--- config.mk ---
export PLATFORM = sky130hd
export DESIGN_NAME = mmio_arbiter
export DESIGN_NICKNAME = d
export VERILOG_FILES = /design/src/rtl/mmio_arbiter_pkg.sv /design/src/rtl/mmio_arb_pick.sv /design/src/rtl/mmio_arbiter.sv
export SDC_FILE = /design/constraint.sdc
export NUM_CORES = 1
export LEC_CHECK = 0
export BUFFER_PORTS_ARGS = -buffer_cell sky130_fd_sc_hd__buf_2
export CORE_AREA = 2 2 230 232
export DETAILED_ROUTE_END_ITERATION = 8
export DIE_AREA = 0 0 232 234
export PLACE_DENSITY = 0.56
export SLEW_MARGIN = 20
export SYNTH_ARGS = -nofsm -noshare
export SYNTH_HDL_FRONTEND = slang
export SYNTH_SLANG_ARGS = --single-unit
--- constraint.sdc ---
create_clock -name clk -period 13.1 [get_ports clk]
set_input_delay 0.655 -clock clk [delete_from_list [all_inputs] [get_ports clk]]
set_output_delay 0.655 -clock clk [all_outputs]
set_load 0.05 [all_outputs]
--- src/rtl/mmio_arbiter_pkg.sv ---
// Shared encodings and width defaults for the two-port mmio arbiter.
// Optional round-robin arbitration is enabled with MMIO_ARB_RR_EN.
`ifndef RegWidth
`define RegWidth 64
`endif
`ifndef WdtTypeCnt
`define WdtTypeCnt 4
`endif

package mmio_arbiter_pkg;

    localparam int ARB_REG_W = `RegWidth;
    localparam int ARB_OP_W  = `WdtTypeCnt;

    typedef enum logic [1:0] {
        ARB_IDLE   = 2'd0,
        ARB_ACCESS = 2'd1,
        ARB_RESP   = 2'd2
    } arb_state_e;

    localparam logic ARB_OWN_IF = 1'b0;
    localparam logic ARB_OWN_LS = 1'b1;

endpackage

--- src/rtl/mmio_arb_pick.sv ---
// Combinational grant logic: one-hot grant, bit 0 = fetch, bit 1 = load/store.
// With MMIO_ARB_RR_EN the port not granted last wins a conflict, else LSU wins.
module mmio_arb_pick
    import mmio_arbiter_pkg::*;
(
    input  logic       if_valid,
    input  logic       ls_valid,
`ifdef MMIO_ARB_RR_EN
    input  logic       last_owner,
`endif
    output logic [1:0] grant
);

    // Resolve the grant among the two requesters.
    always_comb begin
        grant = 2'b00;
        if (if_valid && ls_valid) begin
`ifdef MMIO_ARB_RR_EN
            grant = (last_owner == ARB_OWN_LS) ? 2'b01 : 2'b10;
`else
            grant = 2'b10;
`endif
        end else if (ls_valid) begin
            grant = 2'b10;
        end else if (if_valid) begin
            grant = 2'b01;
        end else begin
            grant = 2'b00;
        end
    end

endmodule

--- src/rtl/mmio_arbiter.sv ---
// Two-port arbiter/sequencer for the shared mmio port: one access per accepted
// request, registered response. Round-robin arbitration under MMIO_ARB_RR_EN.
module mmio_arbiter
    import mmio_arbiter_pkg::*;
#(
    parameter int ADDR_W = ARB_REG_W,
    parameter int DATA_W = ARB_REG_W,
    parameter int OP_W   = ARB_OP_W
) (
    input  logic              clk,
    input  logic              rst,
    input  logic              if_valid,
    input  logic [ADDR_W-1:0] if_addr,
    output logic              if_ready,
    output logic              if_resp_valid,
    output logic [DATA_W-1:0] if_rdata,
    input  logic              ls_valid,
    input  logic              ls_wen,
    input  logic [ADDR_W-1:0] ls_addr,
    input  logic [DATA_W-1:0] ls_wdata,
    input  logic [OP_W-1:0]   ls_op,
    output logic              ls_ready,
    output logic              ls_resp_valid,
    output logic [DATA_W-1:0] ls_rdata,
    output logic [ADDR_W-1:0] mem_raddr,
    output logic [ADDR_W-1:0] mem_waddr,
    output logic [DATA_W-1:0] mem_wdata,
    output logic              mem_ren,
    output logic              mem_wen,
    output logic [OP_W-1:0]   wdt_op,
    input  logic [DATA_W-1:0] mem_rdata
);

    arb_state_e        state_q, state_d;
    logic [ADDR_W-1:0] addr_q, addr_d;
    logic [DATA_W-1:0] wdata_q, wdata_d;
    logic [OP_W-1:0]   op_q, op_d;
    logic              wen_q, wen_d;
    logic              owner_q, owner_d;
    logic              if_resp_q, if_resp_d;
    logic              ls_resp_q, ls_resp_d;
    logic [DATA_W-1:0] if_rdata_q, if_rdata_d;
    logic [DATA_W-1:0] ls_rdata_q, ls_rdata_d;
    logic [1:0]        grant_s;
    logic              can_accept_s;
    logic              accept_s;
    logic              in_access_s;

`ifdef MMIO_ARB_RR_EN
    logic              last_q, last_d;
`endif

    mmio_arb_pick u_pick (
        .if_valid   (if_valid),
        .ls_valid   (ls_valid),
`ifdef MMIO_ARB_RR_EN
        .last_owner (last_q),
`endif
        .grant      (grant_s)
    );

    // Acceptance window: a new request may be taken in IDLE or overlapping RESP.
    always_comb begin
        can_accept_s = (state_q == ARB_IDLE) || (state_q == ARB_RESP);
        accept_s     = can_accept_s && (grant_s != 2'b00);
    end

    // FSM state register.
    always_ff @(posedge clk or posedge rst) begin
        if (rst) begin
            state_q <= ARB_IDLE;
        end else begin
            state_q <= state_d;
        end
    end

    // FSM next-state logic.
    always_comb begin
        state_d = state_q;
        case (state_q)
            ARB_IDLE, ARB_RESP: state_d = accept_s ? ARB_ACCESS : ARB_IDLE;
            ARB_ACCESS:         state_d = ARB_RESP;
            default:            state_d = ARB_IDLE;
        endcase
    end

    // FSM outputs; mem_* derive from state so reset kills enables at once.
    always_comb begin
        in_access_s   = (state_q == ARB_ACCESS);
        if_ready      = can_accept_s && grant_s[0];
        ls_ready      = can_accept_s && grant_s[1];
        mem_raddr     = in_access_s ? addr_q  : {ADDR_W{1'b0}};
        mem_waddr     = in_access_s ? addr_q  : {ADDR_W{1'b0}};
        mem_wdata     = in_access_s ? wdata_q : {DATA_W{1'b0}};
        wdt_op        = in_access_s ? op_q    : {OP_W{1'b0}};
        mem_ren       = in_access_s && !wen_q;
        mem_wen       = in_access_s && wen_q;
        if_resp_valid = if_resp_q;
        ls_resp_valid = ls_resp_q;
        if_rdata      = if_rdata_q;
        ls_rdata      = ls_rdata_q;
    end

    // Request latch on accept and response capture during ACCESS.
    always_comb begin
        addr_d     = addr_q;
        wdata_d    = wdata_q;
        op_d       = op_q;
        wen_d      = wen_q;
        owner_d    = owner_q;
        if_resp_d  = 1'b0;
        ls_resp_d  = 1'b0;
        if_rdata_d = if_rdata_q;
        ls_rdata_d = ls_rdata_q;
        if (accept_s) begin
            if (grant_s[1]) begin
                owner_d = ARB_OWN_LS;
                addr_d  = ls_addr;
                wdata_d = ls_wdata;
                op_d    = ls_op;
                wen_d   = ls_wen;
            end else begin
                owner_d = ARB_OWN_IF;
                addr_d  = if_addr;
                wdata_d = {DATA_W{1'b0}};
                op_d    = {OP_W{1'b0}};
                wen_d   = 1'b0;
            end
        end else begin
            owner_d = owner_q;
        end
        if (state_q == ARB_ACCESS) begin
            if (owner_q == ARB_OWN_LS) begin
                ls_resp_d  = 1'b1;
                ls_rdata_d = wen_q ? {DATA_W{1'b0}} : mem_rdata;
            end else begin
                if_resp_d  = 1'b1;
                if_rdata_d = mem_rdata;
            end
        end else begin
            if_resp_d = 1'b0;
            ls_resp_d = 1'b0;
        end
    end

`ifdef MMIO_ARB_RR_EN
    // Remember which port was granted last; reset favours fetch on first conflict.
    always_comb begin
        if (accept_s) begin
            last_d = grant_s[1];
        end else begin
            last_d = last_q;
        end
    end

    // Round-robin pointer register.
    always_ff @(posedge clk or posedge rst) begin
        if (rst) begin
            last_q <= ARB_OWN_LS;
        end else begin
            last_q <= last_d;
        end
    end
`endif

    // Datapath registers.
    always_ff @(posedge clk or posedge rst) begin
        if (rst) begin
            addr_q     <= {ADDR_W{1'b0}};
            wdata_q    <= {DATA_W{1'b0}};
            op_q       <= {OP_W{1'b0}};
            wen_q      <= 1'b0;
            owner_q    <= ARB_OWN_IF;
            if_resp_q  <= 1'b0;
            ls_resp_q  <= 1'b0;
            if_rdata_q <= {DATA_W{1'b0}};
            ls_rdata_q <= {DATA_W{1'b0}};
        end else begin
            addr_q     <= addr_d;
            wdata_q    <= wdata_d;
            op_q       <= op_d;
            wen_q      <= wen_d;
            owner_q    <= owner_d;
            if_resp_q  <= if_resp_d;
            ls_resp_q  <= ls_resp_d;
            if_rdata_q <= if_rdata_d;
            ls_rdata_q <= ls_rdata_d;
        end
    end

endmodule

**Yosys cells after proc, flatten, opt, wreduce, memory -nomap -nowiden**

Index checks and enable logic that the tools add are counted.

- Bitwise logic cells: 1
- Eq/ne operators: 2
- Multiply operators: 0
- Shifts and indexed selects: 0
- Muxes and demuxes: 18
- Divide/modulo/power cells: 0
- Reduce and logical (&&, ||, !) cells: 13
- Add/sub/neg operators: 0
- Magnitude comparators: 0

Operators by type and width:

| operator | count |
|---|---|
| $mux 64 | 5 |
| $mux 1 | 8 |
| $mux 4 | 2 |
| $logic_and 1x1->1 | 6 |
| $mux 2 | 2 |
| $pmux 2 s2 | 1 |
| $reduce_and 2->1 | 2 |
| $eq 2x1->1 const B | 1 |
| $eq 2x2->1 const B | 1 |
| $logic_not 2->1 | 1 |
| $reduce_bool 2->1 | 1 |
| $reduce_or 2->1 | 1 |
| $logic_not 1->1 | 1 |
| $logic_or 1x1->1 | 1 |
| $not 1->1 | 1 |

- Bits in latches: 0
- Memory bits (read-only): 0
- Memory bits (writable): 0
- Flip-flop bits (word level): 266
- Output and inout bits: 330
- Input bits: 265
- Logic and storage cells: 44
- Memories kept: 0

**Longest topological paths before layout**

Gate-level depths: netlist of run 1.

- Depth in word-level cells: 7
- Depth in mapped cells: 6
- Mapped depth without buffers: 5

**Cells and area by module**

A second synthesis of run 1 with hierarchy kept.

- Cell total of the unflattened synthesis: 1,074
- Area total of the unflattened synthesis: 12,250.5 µm²

Modules (own cells, without submodules):

| module | times used | cells an instance | area each (µm²) | sequential area each (µm²) |
|---|---|---|---|---|
| mmio_arbiter | 1 | 1,072 | 12,240.5 | 6,656.4 |
| mmio_arb_pick | 1 | 2 | 10.0 | 0.0 |

**Worst setup path before layout of run 1**

Ideal clock, no wire load.

- Path type: reg-to-output
- Start point: register state_q[1]
- End point: output port mem_waddr[60]
- Stages on the path, launching flop included: 7
- Buffers on the path: 3
- Slack: 10.760 ns
- Data required time: 12.445 ns
- Arrival time: 1.685 ns
- Cell sequence: dfrtp_1 -> nand2b_1 -> inv_2 -> buf_2 -> clkbuf_2 -> and2_1 -> buf_4

- Word-level cells in the longest chain between the ends: 2

Ends and longest elaborated chain:

| element | line | text |
|---|---|---|
| start: declaration | mmio_arbiter.sv:34 | `arb_state_e state_q, state_d;` |
| start signal: assignment | mmio_arbiter.sv:73 | `state_q <= state_d;` |
| $eq 2x1->1 | mmio_arbiter.sv:89 | `in_access_s = (state_q == ARB_ACCESS);` |
| $mux 64 | - |  |
| end: declaration | mmio_arbiter.sv:26 | `output logic [ADDR_W-1:0] mem_waddr,` |

No other way between the ends.

**Worst setup path in the final report of run 1**

- Start point: register state_q[0]
- End point: output port mem_raddr[21]

- Word-level cells in the longest chain between the ends: 2

Ends and longest elaborated chain:

| element | line | text |
|---|---|---|
| $eq 2x1->1 | mmio_arbiter.sv:89 |  |
| $mux 64 | mmio_arbiter.sv:92 | `mem_raddr = in_access_s ? addr_q : {ADDR_W{1'b0}};` |
| end: declaration | mmio_arbiter.sv:25 | `output logic [ADDR_W-1:0] mem_raddr,` |

No other way between the ends.

==> key figures, run 1 <==
Logic synthesis
  • Syn. warnings: 0
  • Synth top cells by count: 266 x dfrtp_1, 133 x and2_1, 102 x nor2_1
  • Synth async-reset ratio: 100%
  • Synth Area per Inst: between 10 and 15 um^2
  • Area share of the largest cell type after synthesis: roughly 56%
  • Largest cells by area after synthesis: dfrtp_1 56%, and2_1 7.0%, a22o_1 5.1%
  • Count of cell types in the netlist: 25
  • Most common cell in the netlist: dfrtp_1
  • Syn Std Cell Area: between 10000 and 15000 um^2
  • Syn_nets: roughly 1400
  • Post-synth EDFFs: 0
  • Flops & latches, synth: about 270
  • Synth area leader: dfrtp_1
  • Main synth FF type: dfrtp_1
  • Cells after synthesis: ~1100
  • Register area share after synthesis: a little under three fifths

Drt
  • First-pass DRT Iterations: 5
  • Drt drc: 0
  • Antenna violation net count after detailed routing: 0
  • DR WL/cell: 16.9 um
  • Total number of vias: between 10000 and 15000
  • Drt via density: roughly 4.3
  • DR iter-0 viols: 462
  • Wirelength, routed: about 39 mm

Critical path
  • Crit start category: flop
  • Reg-to-reg startpoint: state_q[0]$_DFF_PP0_
  • Critical-path maximum fanout: 110
  • RR Endpoint: wdata_q[62]$_DFFE_PP0P_
  • Critical Path Max Stage Delay: ~0.67 ns
  • CP Capture Type: output port
  • Worst EP arrival: 3.13 ns
  • Crit path max-delay cell type: buf_4
  • Flop-to-flop setup slack: between 9 and 10 ns
  • WS Path Type: flop to output port
  • Crit-path cells: nand2b_1, clkinv_2, buf_4, and2_1, buf_2
  • Reg2Reg Depth: 5
  • Required time worst endpoint: between 10 and 15 ns

Clock network
  • Post-CTS sizing: 0
  • Clock-pin slew on the worst setup and hold paths: approximately 0.06 ns
  • CTS tree: built
  • CTS Buffer Depth: 3
  • Worst skew pair latency: between 0.5 and 0.6 ns
  • CTS root buf: clkbuf_16
  • CTS Buf Count: 30
  • # clock sinks: between 200 and 300
  • Hold_buf cts: 0
  • H-tree Lvls: 1
  • Setup bufs post-CTS: 0

Placed design
  • Port bufs: just under 600
  • RePlAce Congestion: 0.867
  • Placed inst area: between 10000 and 15000 um^2
  • Post-DP HPWL: 28.1 mm

Status
  • Status: complete, no violations

Floorplan
  • Die Ht: roughly 230 um
  • Die X: approximately 230 um
  • Row cnt: 84
  • Core area: ~52000 um^2
  • Full die area: approximately 54000 um^2
  • Initial Util: between 20% and 30%
  • I/O pins: between 500 and 600

STA
  • F_max: ~260 MHz
  • Minimum clock period: 3.78 ns
  • Final setup viols: 0
  • Max transition margin: between 30 and 40%
  • TNS Setup: 0 ns
  • Endpoints failing hold: 0
  • Max-slew violation count: 0
  • Unrepaired setup endpoints after global routing: no
  • Tcrit/Tclk final: just under 30%
  • Tightest Pin Transition: about 1.0 ns
  • Clk_skew: between 0.015 and 0.02 ns

Global routing
  • Initial antenna violation count: 4
  • Gr ovfl total: 0
  • Total track usage: 13.5%
  • Largest net degree at the start of global routing: around 140
  • First-pass GRT wire length: 57.5 mm
  • Vias in the first global route: 9817

Final layout
  • Footprint of the multi-input gates: between 4000 and 5000 um^2
  • Final instance area: about 16000 um^2
  • Count of nets after finishing: between 1500 and 2000
  • Sequential cell area: ~6700 um^2
  • Layout cell share with drive strength beyond 1: a little over two fifths
  • Layout area overhead: 34.4%
  • Filler cells: around 5400

Min path
  • Hold path start: ls_wdata[7]
  • Worst Hold End: wdata_q[7]$_DFFE_PP0P_
  • Worst Hold Depth: 2
  • Worst hold path class: input port to flop

Pwr
  • Pwr Density: ~230 nW/um^2
  • Final Power: about 3.7 mW
  • Leakage: between 8 and 9 nW
  • Peak supply drop: roughly 0.0001 V

Run
  • Max cap viols: 0
cells in the final DEF, fill, tap and decap left out, drive strengths merged:
cell type	count
dfrtp	266
bufinv	3
inv	4
nor3	56
clkbuf	43
o21ai	64
clkinvlp	1
a21oi	1
nand2	67
mux2	64
diode	3
o32ai	36
o22ai	28
buf	606
a22o	69
nand3b	1
or2	1
nor2	102
and2	133
nand2b	68
clkinv	9
routing by layer:
layer	part of all wire, %	wire, um	GRT usage, %
met2	48	18700	22.8
met4	2.8	1080	4.65
met1	41	16000	16.9
met3	7.9	3090	3.15
met5	0.069	27	0
through the flow:
stage / std cells / hold WS (ns) / setup WS [ns] / util, %
6_report: 2313 / 0.299 / 9.32 / 30.8
5_1_grt: 2312 / 0.269 / 9.06 / 30.8
4_1_cts: 2310 / 0.258 / 9.20 / 30.8
3_5_place_dp: 2256 / 0.465 / 9.83 / 28.8
3_3_place_gp: 2255 / 0.457 / 9.91 / 28.7
2_1_floorplan: 1112 / 0.454 / 5.12 / -
worst max-delay path by stage:
stage / startpoint / endpoint / slack [ns]
after floorplan: rst / addr_q[0]$_DFFE_PP0P_ / 5.12
after global placement: state_q[0]$_DFF_PP0_ / mem_waddr[60] / 9.91
after detailed placement: state_q[0]$_DFF_PP0_ / mem_raddr[60] / 9.83
after CTS: state_q[0]$_DFF_PP0_ / mem_raddr[60] / 9.20
after global routing: state_q[0]$_DFF_PP0_ / mem_raddr[21] / 9.06
final: state_q[0]$_DFF_PP0_ / mem_raddr[21] / 9.32
cells by family (layout without fill, tap and decap cells):
logic type | after synthesis | after routing | share of synthesized area (%)
multiplexers | 64 | 64 | 6.05
AO/OA/AOI/OAI | 198 | 198 | 11.9
buffers and inverters | 156 | 666 | 7.75
AND/OR/NAND/NOR | 428 | 428 | 18.4
other | 0 | 3 | 0
flip-flops | 266 | 266 | 55.9
flip-flops by register name, indices dropped and copies added (netlist names):
name	flops
owner_q	1
addr_q	64
state_q	2
wen_q	1
ls_resp_valid	1
wdata_q	64
ls_rdata	64
op_q	4
if_rdata	64
if_resp_valid	1
final cells by class:
cell class              instances  area share, %
diodes                          3         0.0469
multi-input cells             690           27.1
repair buffers                606           19.2
flip-flops and latches        266           41.6
clock inverters                11          0.899
inverters                       6          0.195
well taps                     688           5.38
clock buffers                  43           5.62
report_power, final:
group	total, mW	leakage [nW]	switching, mW	internal, mW
clock network	0.875	0.518	0.342	0.533
logic	1.59	4.35	1.23	0.366
registers	1.19	3.21	0.132	1.06
worst max-delay path, delay by kind of cell (launching register included):
kind | cells | cell delay [ns]
flip-flops | 1 | 0.61
AND/OR/NAND/NOR | 2 | 0.55
buffers and inverters | 3 | 1.25
No activity file was read; power rests on OpenSTA's default activity.
==> run 2: changes to the inputs <==
--- a/config.mk
+++ b/config.mk
@@ -6,10 +6,10 @@
 export NUM_CORES = 1
 export LEC_CHECK = 0
 export BUFFER_PORTS_ARGS = -buffer_cell sky130_fd_sc_hd__buf_2
-export CORE_AREA = 2 2 230 232
+export CORE_AREA = 2 2 233 235
 export DETAILED_ROUTE_END_ITERATION = 8
-export DIE_AREA = 0 0 232 234
-export PLACE_DENSITY = 0.56
+export DIE_AREA = 0 0 235 237
+export PLACE_DENSITY = 0.55
 export SLEW_MARGIN = 20
 export SYNTH_ARGS = -nofsm -noshare
 export SYNTH_HDL_FRONTEND = slang
==> constraint.sdc (replaced) <==
create_clock -name clk -period 3.9 [get_ports clk]
set_input_delay 0.195 -clock clk [delete_from_list [all_inputs] [get_ports clk]]
set_output_delay 0.195 -clock clk [all_outputs]
set_load 0.05 [all_outputs]
==> run 2 against run 1 <==
  * Final cell count increased by 12%
  * First-iteration DRC count rose by 10%
  * Via count is 11% higher
  * Non-clock buffer count rose by 265
  * Wire length grew 11%
  * Clock-buffer cell count grew 8
  * Combinational power rose to 3.6 times the previous value
  * Clock skew increased by 0.0065 ns
==> key figures, run 2 (synthesis results as in run 1) <==
STA
  • Tcrit/Tclk final: 75.2%
  • Hold Slack: a little under 0.04 ns
  • Worst setup margin: 0.966 ns
  • F_max: roughly 340 MHz
  • Unrepaired setup endpoints after global routing: no
  • Clk_skew: between 0.02 and 0.03 ns
  • Tightest Pin Transition: between 0.8 and 0.9 ns
  • TNS Setup: 0 ns
  • Endpoints failing hold: 0
  • Final setup viols: 0
  • Max-slew violation count: 0
  • Max transition margin: 46.6%
  • Minimum clock period: 2.93 ns

Status
  • Status: complete, no violations

Pwr
  • Leakage: slightly above 9 nW
  • Switching share of power: around 46%
  • P_sw: between 5 and 6 mW
  • Peak supply drop: approximately 0.00025 V
  • Pwr Density: between 600 and 700 nW/um^2
  • Comb power frac: roughly 44%
  • Reg power frac: a little under a third
  • Cell-internal power: a little under 7 mW
  • Power share of the clock group: 24.5%

Floorplan
  • I/O pins: between 500 and 600
  • Row cnt: 85
  • Initial Util: about 22%
  • Core area: 53300 um^2
  • Die X: between 200 and 250 um
  • Die Ht: around 240 um
  • Full die area: between 50000 and 60000 um^2

Final layout
  • Footprint of the multi-input gates: around 4300 um^2
  • Final instance area: 18800 um^2
  • Final cell utilization of the core: a little over a third
  • Antenna Cells: 0
  • Sequential cell area: roughly 6700 um^2
  • Filler cells: around 5400
  • Layout area overhead: 57.6%
  • Commonest non-fill, non-tap cells in the layout: 594 x buf_2, 265 x dfrtp_1, 259 x dlygate4sd3_1
  • Count of nets after finishing: approximately 2100
  • Layout cell share with drive strength beyond 1: between 30% and 40%
  • Most common cell after layout, fill and taps aside: buf_2

Clock network
  • CTS tree: built
  • CTS root buf: clkbuf_16
  • Clock-pin slew on the worst setup and hold paths: about 0.05 ns
  • CTS Buf Count: 34
  • Setup bufs post-CTS: 0
  • CTS Buffer Depth: 3
  • H-tree Lvls: 2
  • Worst skew pair latency: roughly 0.53 ns
  • # clock sinks: ~270

Drt
  • First-pass DRT Iterations: 4
  • Drt drc: 0
  • DR iter-0 viols: ~510
  • Total number of vias: 11144
  • Antenna violation net count after detailed routing: 0
  • DR WL/cell: 16.8 um
  • Drt via density: 4.31
  • Wirelength, routed: around 43 mm

Critical path
  • Worst EP arrival: roughly 3.4 ns
  • Critical-path maximum fanout: between 60 and 70
  • Crit start category: flop
  • Required time worst endpoint: around 4.4 ns
  • WS Path Type: flop to flop
  • CP Capture Type: flop

Min path
  • Worst hold path class: input port to flop

Run
  • Max cap viols: 0

Placed design
  • Port bufs: slightly below 600
  • RePlAce Congestion: about 0.93
  • Post-DP HPWL: ~30 mm
  • Post-place setup slack: about 1.5 ns
  • Placed inst area: 15100 um^2

Global routing
  • Initial antenna violation count: 3
  • First-pass GRT wire length: ~66 mm
  • Total track usage: between 10% and 20%
  • Largest net degree at the start of global routing: 130
  • Gr ovfl total: 0
  • Vias in the first global route: 11518
[run 2: cell count changes in the layout (fill, tap and decap cells not counted), moves of 4 or more]
cell / previous run / this run
buf_12: 0 / 4
clkbuf_1: 3 / 8
clkbuf_16: 30 / 34
clkinv_2: 7 / 3
dlygate4sd3_1: 0 / 259
[run 2: final cells by class]
type	count	share of cell area, %
Inverter	6	0.147
Timing Repair Buffer	871	30.6
Tap cell	696	4.64
Sequential cell	266	35.5
Clock buffer	51	5.35
Multi-Input combinational cell	690	23.1
Clock inverter	8	0.600
[run 2: worst max-delay path, stage by stage (launching register included)]
cell	delay (ns)
dfrtp_2	0.35
buf_4	0.57
nand2b_2	0.28
buf_4	0.57
o22ai_1	0.20
nor3_1	0.23
dlygate4sd3_1	0.57
[run 2: metrics by stage]
stage,instances,power (mW)
after floorplan,1112,8.14
after global placement,2270,9.41
after detailed placement,2270,9.48
after CTS,2588,13.0
after global routing,2588,13.4
final,2588,12.8
[run 2: timing repair]
action	4_1_cts	5_1_grt
gates resized for setup	0	0
setup endpoints to repair	0	0
hold buffers	259	0
hold endpoints to repair	288	0
[run 2: path summary, 6_finish.rpt]
kind                                          start                        to  slack, ns  cells after the start
max                            state_q[0]$_DFF_PP0_    addr_q[59]$_DFFE_PP0P_       0.97                      6
min                                     ls_addr[56]    addr_q[56]$_DFFE_PP0P_       0.04                      3
max reg2reg                    state_q[0]$_DFF_PP0_    addr_q[59]$_DFFE_PP0P_       0.97                      6
min reg2reg                ls_rdata[50]$_DFFE_PP0P_  ls_rdata[50]$_DFFE_PP0P_       0.47                      2
max in group asynchronous                       rst   wdata_q[43]$_DFFE_PP0P_       2.44                      4
min in group asynchronous                       rst  if_rdata[45]$_DFFE_PP0P_       0.38                      3
[run 2: metal layers]
metal | part of all wire (%) | wire length (um) | GRT usage (%)
met1 | 41 | 18000 | 18.6
met2 | 49 | 21400 | 25.4
met3 | 6.4 | 2780 | 3.43
met4 | 2.9 | 1270 | 5.26
met5 | 0.030 | 13 | 0
[run 2: power groups by stage]
stage	sequential, mW	clock [mW]	combinational [mW]
5_1_grt	4.09	3.38	5.96
2_1_floorplan	5.94	0	2.20
6_report	3.99	3.14	5.69
3_5_place_dp	4.03	0	5.45
4_1_cts	3.99	3.26	5.72
3_3_place_gp	4.00	0	5.41
